**config.mk**
```make
export PLATFORM = sky130hd
export DESIGN_NAME = seg7_digit_decoder
export DESIGN_NICKNAME = d
export VERILOG_FILES = /design/src/rtl/seg7_digit_decoder.sv
export SDC_FILE = /design/constraint.sdc
export NUM_CORES = 1
export LEC_CHECK = 0
export CORE_MARGIN = 1.5
export CORE_UTILIZATION = 50
export DETAILED_ROUTE_END_ITERATION = 10
export GPL_ROUTABILITY_DRIVEN = 1
export GPL_TIMING_DRIVEN = 1
export PLACE_DENSITY = 0.79
export REMOVE_ABC_BUFFERS = 1
export SETUP_SLACK_MARGIN = 0.4
export SLEW_MARGIN = 40
export SYNTH_ARGS = -nofsm -noshare
export SYNTH_HDL_FRONTEND = slang
export SYNTH_SLANG_ARGS = --single-unit
```
**constraint.sdc**
```tcl
create_clock -name clk -period 6.05 [get_ports clk]
set_input_delay 1.5125 -clock clk [delete_from_list [all_inputs] [get_ports clk]]
set_output_delay 1.5125 -clock clk [all_outputs]
set_load 0.01 [all_outputs]
```
**src/rtl/seg7_digit_decoder.sv**
```systemverilog
// Receive-side 7-segment pattern decoder: synchronises the segment bus,
// debounces it, classifies each newly stable pattern and reports it once.
module seg7_digit_decoder #(
  parameter int STABLE_CYCLES = 4,
  parameter int COUNT_W       = 8
) (
  input  logic               clk,
  input  logic               rst,
  input  logic [7:0]         seg_in,
  output logic [3:0]         digit_bin,
  output logic [7:0]         digit_onehot,
  output logic               valid,
  output logic               err,
  output logic               all_flag,
  output logic [COUNT_W-1:0] evt_count
);

  localparam int CNT_W = (STABLE_CYCLES > 1) ? $clog2(STABLE_CYCLES) : 1;

  typedef enum logic [1:0] {
    IDLE,
    SETTLE,
    LOCKED
  } state_t;

  state_t           state;
  logic [7:0]       sync_1;
  logic [7:0]       s;
  logic [7:0]       cand;
  logic [7:0]       committed;
  logic [CNT_W-1:0] cnt;

  logic [3:0]       cls_digit;
  logic             cls_all;
  logic             cls_blank;

  // Classify the candidate pattern into digit 1..8, ALL, BLANK or error.
  always_comb begin
    cls_digit = 4'd0;
    cls_all   = 1'b0;
    cls_blank = 1'b0;
    case (cand)
      8'h06:   cls_digit = 4'd1;
      8'h5B:   cls_digit = 4'd2;
      8'h4F:   cls_digit = 4'd3;
      8'h66:   cls_digit = 4'd4;
      8'h6D:   cls_digit = 4'd5;
      8'h7D:   cls_digit = 4'd6;
      8'h07:   cls_digit = 4'd7;
      8'h7F:   cls_digit = 4'd8;
      8'hFF:   cls_all   = 1'b1;
      8'h00:   cls_blank = 1'b1;
      default: ;
    endcase
  end

  // Synchroniser, debounce FSM and registered commit of the classified pattern.
  always_ff @(posedge clk) begin
    if (rst) begin
      sync_1       <= '0;
      s            <= '0;
      cand         <= '0;
      committed    <= '0;
      cnt          <= '0;
      state        <= IDLE;
      digit_bin    <= '0;
      digit_onehot <= '0;
      valid        <= 1'b0;
      err          <= 1'b0;
      all_flag     <= 1'b0;
      evt_count    <= '0;
    end else begin
      sync_1 <= seg_in;
      s      <= sync_1;
      valid  <= 1'b0;

      if (s != cand) begin
        cand  <= s;
        cnt   <= '0;
        state <= SETTLE;
      end else if (state == SETTLE && 32'(cnt) < STABLE_CYCLES - 1) begin
        cnt <= cnt + CNT_W'(1);
      end else if (state == SETTLE) begin
        // A pattern that settles back onto the committed value is not an event.
        if (cand != committed) begin
          committed <= cand;
          state     <= LOCKED;
          if (cls_digit != 4'd0) begin
            digit_bin    <= cls_digit;
            digit_onehot <= 8'b1 << (cls_digit - 4'd1);
            err          <= 1'b0;
            all_flag     <= 1'b0;
            valid        <= 1'b1;
            evt_count    <= evt_count + COUNT_W'(1);
          end else if (cls_all) begin
            digit_bin    <= '0;
            digit_onehot <= '1;
            err          <= 1'b0;
            all_flag     <= 1'b1;
            valid        <= 1'b1;
            evt_count    <= evt_count + COUNT_W'(1);
          end else begin
            digit_bin    <= '0;
            digit_onehot <= '0;
            all_flag     <= 1'b0;
            err          <= !cls_blank;
          end
        end else begin
          state <= IDLE;
        end
      end else begin
        state <= IDLE;
      end
    end
  end

endmodule

```
==> flow_summary.json, run 1 <==
{
  "syn_to_final_growth_pct": 19.6,
  "cts_setup_buffers": 0,
  "ys_ff_latch": 59,
  "rows": 26,
  "grt_first_pass_wirelength_um": 7480,
  "cts_tree": "built",
  "synthMuxAreaShare_pct": 3.82,
  "io_pins": 33,
  "leakage_nw": 1.13,
  "grt_pass1_vias": 1674,
  "avgRoutedWirePerCell_um": 12.3,
  "cp_slowest_cell": "clkdlybuf4s50_1",
  "vias_per_cell": 5.19,
  "fin_tns_setup_ps": 0,
  "synth-edff-count": 0,
  "clk_pin_slew_ps": 70,
  "synth_cell_types": 49,
  "synthArstFlopShare_pct": 0,
  "port-buffer-count": 32,
  "rsz0062_at_grt": "no",
  "synth-simple-area-share_pct": 28.5,
  "path_cells": "clkdlybuf4s50_1",
  "p_total_mw": 0.824,
  "cts_hold_buf": 0,
  "syn_inst": 270,
  "cts_resized": 0,
  "ant_nets": 0,
  "die_h_um": 75.0,
  "die_w_um": 75.0,
  "drc_errors": 0,
  "synth_xor_area_share_pct": 6.09,
  "syn_area_per_cell_um2": 9.59,
  "overflow": 0,
  "stdcell_area_um2": 3100,
  "cpPeakStageDelay_ps": 590,
  "synth_compound_area_share_pct": 9.86,
  "cp_num_buf_inv": 1,
  "worstPathRequired_ps": 4540,
  "crit_type": "reg2out",
  "status": "complete, no violations",
  "grt_max_degree": 68,
  "setup_viol": 0,
  "stdcell_count": 369,
  "syn-cell-area_um2": 2590,
  "clkSinkCount": 59,
  "clockBufferDepth": 2,
  "reg2reg_depth": 5,
  "yosys.area_share.adder_pct": 0.967,
  "arrival_ps": 1370,
  "first_iter_violations": 134,
  "coreArea_um2": 5040,
  "critPathTopFamily": "buffers and inverters",
  "n_fill_cell": 448,
  "hold_violations": 0,
  "grt_usage_pct": 17.6,
  "numCtsBuffers": 9,
  "yosysWarnings": 0,
  "final_nets": 306,
  "antenna_cells": 0,
  "placed_cell_area_um2": 2880,
  "seq_area_frac_synth_pct": 45.6,
  "relSlewSlack_pct": 58.4,
  "path_depth": 1,
  "clock_skew_ps": 4.82,
  "dp_hpwl_um": 3010,
  "synth_top_family_by_area": "simple AND/OR/NAND/NOR gates",
  "gp_congestion": 0.852,
  "synth_ff_type": "dfxtp_1",
  "min_path_cells": 1,
  "fmax_ghz": 0.346,
  "clk_latency_ps": 330,
  "cts_htree_levels": 3,
  "dp_cells": 353,
  "die-area_um2": 5620,
  "crit_fanout": 7,
  "worst_pin_slew_ps": 624,
  "fin_crit_sh_pct": 47.7,
  "hold_path.class": "reg2reg",
  "via_count": 1914,
  "root_buffer": "clkbuf_8",
  "period_minus_slack_ps": 2890,
  "end_kind": "output pin",
  "dr.pass1.iters": 4,
  "cap_violations": 0,
  "routed_wl_um": 4540,
  "start_util_pct": 51.3,
  "critPathLaunchType": "register",
  "power_density_nw_per_um2": 266,
  "drive_above_1_share_pct": 9.36,
  "peakVddDrop_mv": 0.156,
  "drv_slew": 0,
  "antenna_found_initial": 0
}
synthesized netlist by cell type, types with 3 or more instances:
master / n / area [um^2]
nand4b_1: 3 / 26.3
nor3_1: 6 / 30.0
nor2b_1: 31 / 194
a211oi_1: 3 / 22.5
nand2_1: 28 / 105
clkbuf_1: 6 / 22.5
nand4_1: 5 / 31.3
a21oi_1: 14 / 70.1
or4_1: 3 / 22.5
a311oi_1: 4 / 35.0
dfxtp_1: 59 / 1180
nand3_1: 5 / 25.0
and3_1: 3 / 18.8
buf_2: 7 / 35.0
nor2_1: 23 / 86.3
xor2_1: 9 / 78.8
nand2b_1: 3 / 18.8
mux2_1: 7 / 78.8
xnor2_1: 9 / 78.8
buf_6: 5 / 56.3
final timing paths:
| check | from | endpoint | slack (ps) |
|---|---|---|---|
| worst max-delay path | evt_count[0] | evt_count[0] | 3160 |
| worst min-delay path | sync_1[6] | s[6] | 430 |
| worst max register to register | cand[3] | evt_count[6] | 3510 |
| worst min register to register | sync_1[6] | s[6] | 430 |
metrics by stage:
step                      setup WS, ps  hold WS (ps)  utilization, %
after floorplan                   3630           414               -
after global placement            3210           416            57.0
final                             3160           430            61.4
after CTS                         3160           437            61.4
after global routing              3100           446            61.4
after detailed placement          3470           422            57.0
sequential cells by signal (all words and copies together), names as in the netlist:
| name | flops |
|---|---|
| evt_count | 8 |
| digit_onehot | 8 |
| all_flag | 1 |
| committed | 8 |
| sync_1 | 8 |
| err | 1 |
| s | 8 |
| digit_bin | 4 |
| cand | 8 |
| valid | 1 |
| cnt | 2 |
| state | 2 |
metal layers:
metal	vias up	share of wire [%]	GRT usage, %
li1	983	-	-
met2	44	50	27.6
met5	-	0	0
met3	2	3.7	6.02
met1	885	46	22.7
met4	0	0.55	6.26
where the power goes:
| group | leakage (nW) | internal [mW] | switching (mW) |
|---|---|---|---|
| clock network | 0.106 | 0.232 | 0.154 |
| registers | 0.480 | 0.396 | 0.00693 |
| logic | 0.539 | 0.0179 | 0.0170 |
| total | 1.13 | 0.646 | 0.178 |
area by class of cell:
type / instances / area [um^2] / share of cell area (%)
Multi-Input combinational cell: 189 / 1280 / 41.2
Sequential cell: 59 / 1180 / 38.2
Timing Repair Buffer: 33 / 325 / 10.5
Clock buffer: 10 / 128 / 4.12
Clock inverter: 6 / 90.1 / 2.91
Tap cell: 70 / 87.6 / 2.83
Inverter: 2 / 7.51 / 0.243
layout by cell type, fill, tap and decap left out, drive strengths merged, types with 4 or more instances in the layout:
cell	synthesis	layout
dfxtp	59	59
nor2b	31	31
clkdlybuf4s50	0	31
nand2	28	28
nor2	23	23
a21oi	14	14
clkbuf	7	10
xnor2	9	9
xor2	9	9
mux2	7	7
nor3	6	6
nand4	5	5
nand3	5	5
a311oi	4	4
a211oi	4	4
nor4	4	4
kinds of logic after synthesis:
| kind of cell | Yosys count |
|---|---|
| adder cells (fa/ha/maj) | 2 |
| AND/OR/NAND/NOR | 127 |
| AO/OA/AOI/OAI | 33 |
| buffers and inverters | 22 |
| multiplexers | 9 |
| XOR/XNOR | 18 |
| flip-flops | 59 |
(Power assumes the default switching activity.)
==> inputs of run 2 (changes only) <==
Clock period 6.05 ns to 3 ns, I/O delays scaled along.
==> run 2 against run 1 <==
  * Worst hold slack gained 7.3 ps
  * Critical path depth grew 4
  * Wire length grew 3.7%
  * Final area grew 0.12%
  * Cell count grew 0.54%
  * Sequential power grew 100%
  * Utilization grew 0.074 points
  * First-iteration DRC count shrank 58%
  * Register-to-register slack lost 3000 ps
==> flow_summary.json, run 2 (synthesis gave the netlist of run 1 again) <==
{
  "reg2reg_depth": 5,
  "antenna_cells": 0,
  "hold_violations": 0,
  "clk_latency_ps": 340,
  "rsz0062_at_grt": "no",
  "clockBufferDepth": 2,
  "fmax_ghz": 0.406,
  "final_nets": 308,
  "io_pins": 33,
  "drive_above_1_share_pct": 9.97,
  "crit_fanout": 12,
  "path_cells": "xor2_1, nor4_4, o2111ai_2, a2111oi_1, mux2_1",
  "period_minus_slack_ps": 2460,
  "n_fill_cell": 441,
  "start_util_pct": 51.3,
  "die-area_um2": 5620,
  "layout_commonest_cell": "dfxtp_1",
  "grt_usage_pct": 19.0,
  "coreArea_um2": 5040,
  "dp_hpwl_um": 3330,
  "first_iter_violations": 56,
  "worst_pin_slew_ps": 577,
  "via_count": 1937,
  "root_buffer": "clkbuf_8",
  "ant_nets": 0,
  "routed_wl_um": 4710,
  "rows": 26,
  "relSlewSlack_pct": 61.5,
  "cp_slowest_cell": "dfxtp_1",
  "antenna_found_initial": 0,
  "setup_viol": 0,
  "final_cell_mix": "dfxtp_1 (59), nor2b_1 (31), clkdlybuf4s50_1 (31)",
  "port-buffer-count": 32,
  "gp_congestion": 0.916,
  "hold_path.class": "reg2reg",
  "stdcell_area_um2": 3100,
  "cap_violations": 0,
  "placed_cell_area_um2": 2890,
  "fin_crit_sh_pct": 82.1,
  "numCtsBuffers": 9,
  "min_path_cells": 1,
  "die_w_um": 75.0,
  "grt_first_pass_wirelength_um": 7910,
  "overflow": 0,
  "cpPeakStageDelay_ps": 610,
  "avgRoutedWirePerCell_um": 12.7,
  "crit_type": "reg2reg",
  "peakVddDrop_mv": 0.404,
  "arrival_ps": 2680,
  "grt_max_degree": 37,
  "drv_slew": 0,
  "critPathLaunchType": "register",
  "cts_tree": "built",
  "leakage_nw": 1.13,
  "worstPathRequired_ps": 3220,
  "die_h_um": 75.0,
  "clock_skew_ps": 8.35,
  "dr.pass1.iters": 4,
  "syn_to_final_growth_pct": 19.7,
  "power_density_nw_per_um2": 518,
  "cts_htree_levels": 3,
  "clk_pin_slew_ps": 70,
  "fin_tns_setup_ps": 0,
  "grt_pass1_vias": 1754,
  "drc_errors": 0,
  "vias_per_cell": 5.22,
  "clkSinkCount": 59,
  "cts_hold_buf": 0,
  "end_kind": "register",
  "status": "complete, no violations"
}
[run 2: cell types whose count changed in the layout (fill, tap and decap cells not counted), sizes merged]
| cell | change |
|---|---|
| inv | +1 |
| clkinv | -3 |
| clkinvlp | +2 |
| buf | +2 |
| clkbuf | +1 |
| bufinv | -1 |
[run 2: metrics by stage]
step | hold slack, ps | power (mW) | utilization, % | instances | worst slack, ps
final | 438 | 1.61 | 61.5 | 371 | 536
after global routing | 452 | 1.67 | 61.5 | 371 | 441
after CTS | 438 | 1.62 | 61.3 | 371 | 548
after detailed placement | 423 | 0.903 | 57.3 | 355 | 569
after global placement | 419 | 0.900 | 57.3 | 355 | 722
after floorplan | 414 | 0.868 | - | 250 | 582
[run 2: worst paths after layout]
| path | from | slack, ps | endpoint |
|---|---|---|---|
| setup / recovery | cand[3] | 540 | evt_count[6] |
| hold / removal | sync_1[2] | 440 | s[2] |
| setup reg to reg | cand[3] | 540 | evt_count[6] |
| hold reg to reg | sync_1[2] | 440 | s[2] |
[run 2: cell type report]
class	count	area, um^2	area share [%]
timing repair buffer	35	338	10.9
tap	70	87.6	2.83
inverter	2	7.51	0.242
clock inverter	5	61.3	1.98
multi-input combinational	189	1280	41.4
sequential	59	1180	38.1
clock buffer	11	141	4.56
[run 2: layer usage]
metal	up-vias	wire length [um]	GRT usage, %
li1	984	-	-
met1	898	2230	24.2
met2	40	2210	28.5
met3	15	149	4.95
met4	0	129	12.1
met5	-	0	0
[run 2: worst max-delay path: cells and delay by family, from the launching register on]
kind	cells	cell delay, ps
AO/OA/AOI/OAI	2	820
XOR/XNOR	1	180
flip-flops	1	610
multiplexers	1	380
AND/OR/NAND/NOR	1	350
[run 2: power by group]
group	internal, mW	switching [mW]	total [mW]	leakage, nW
Combinational	0.0365	0.0365	0.0730	0.553
Sequential	0.798	0.0139	0.812	0.480
Clock	0.409	0.313	0.722	0.0922
[run 2: timing repair]
item                       4_1_cts  5_1_grt
setup endpoints to repair        0        1
setup buffers                    0        0
gates resized for setup          0        1
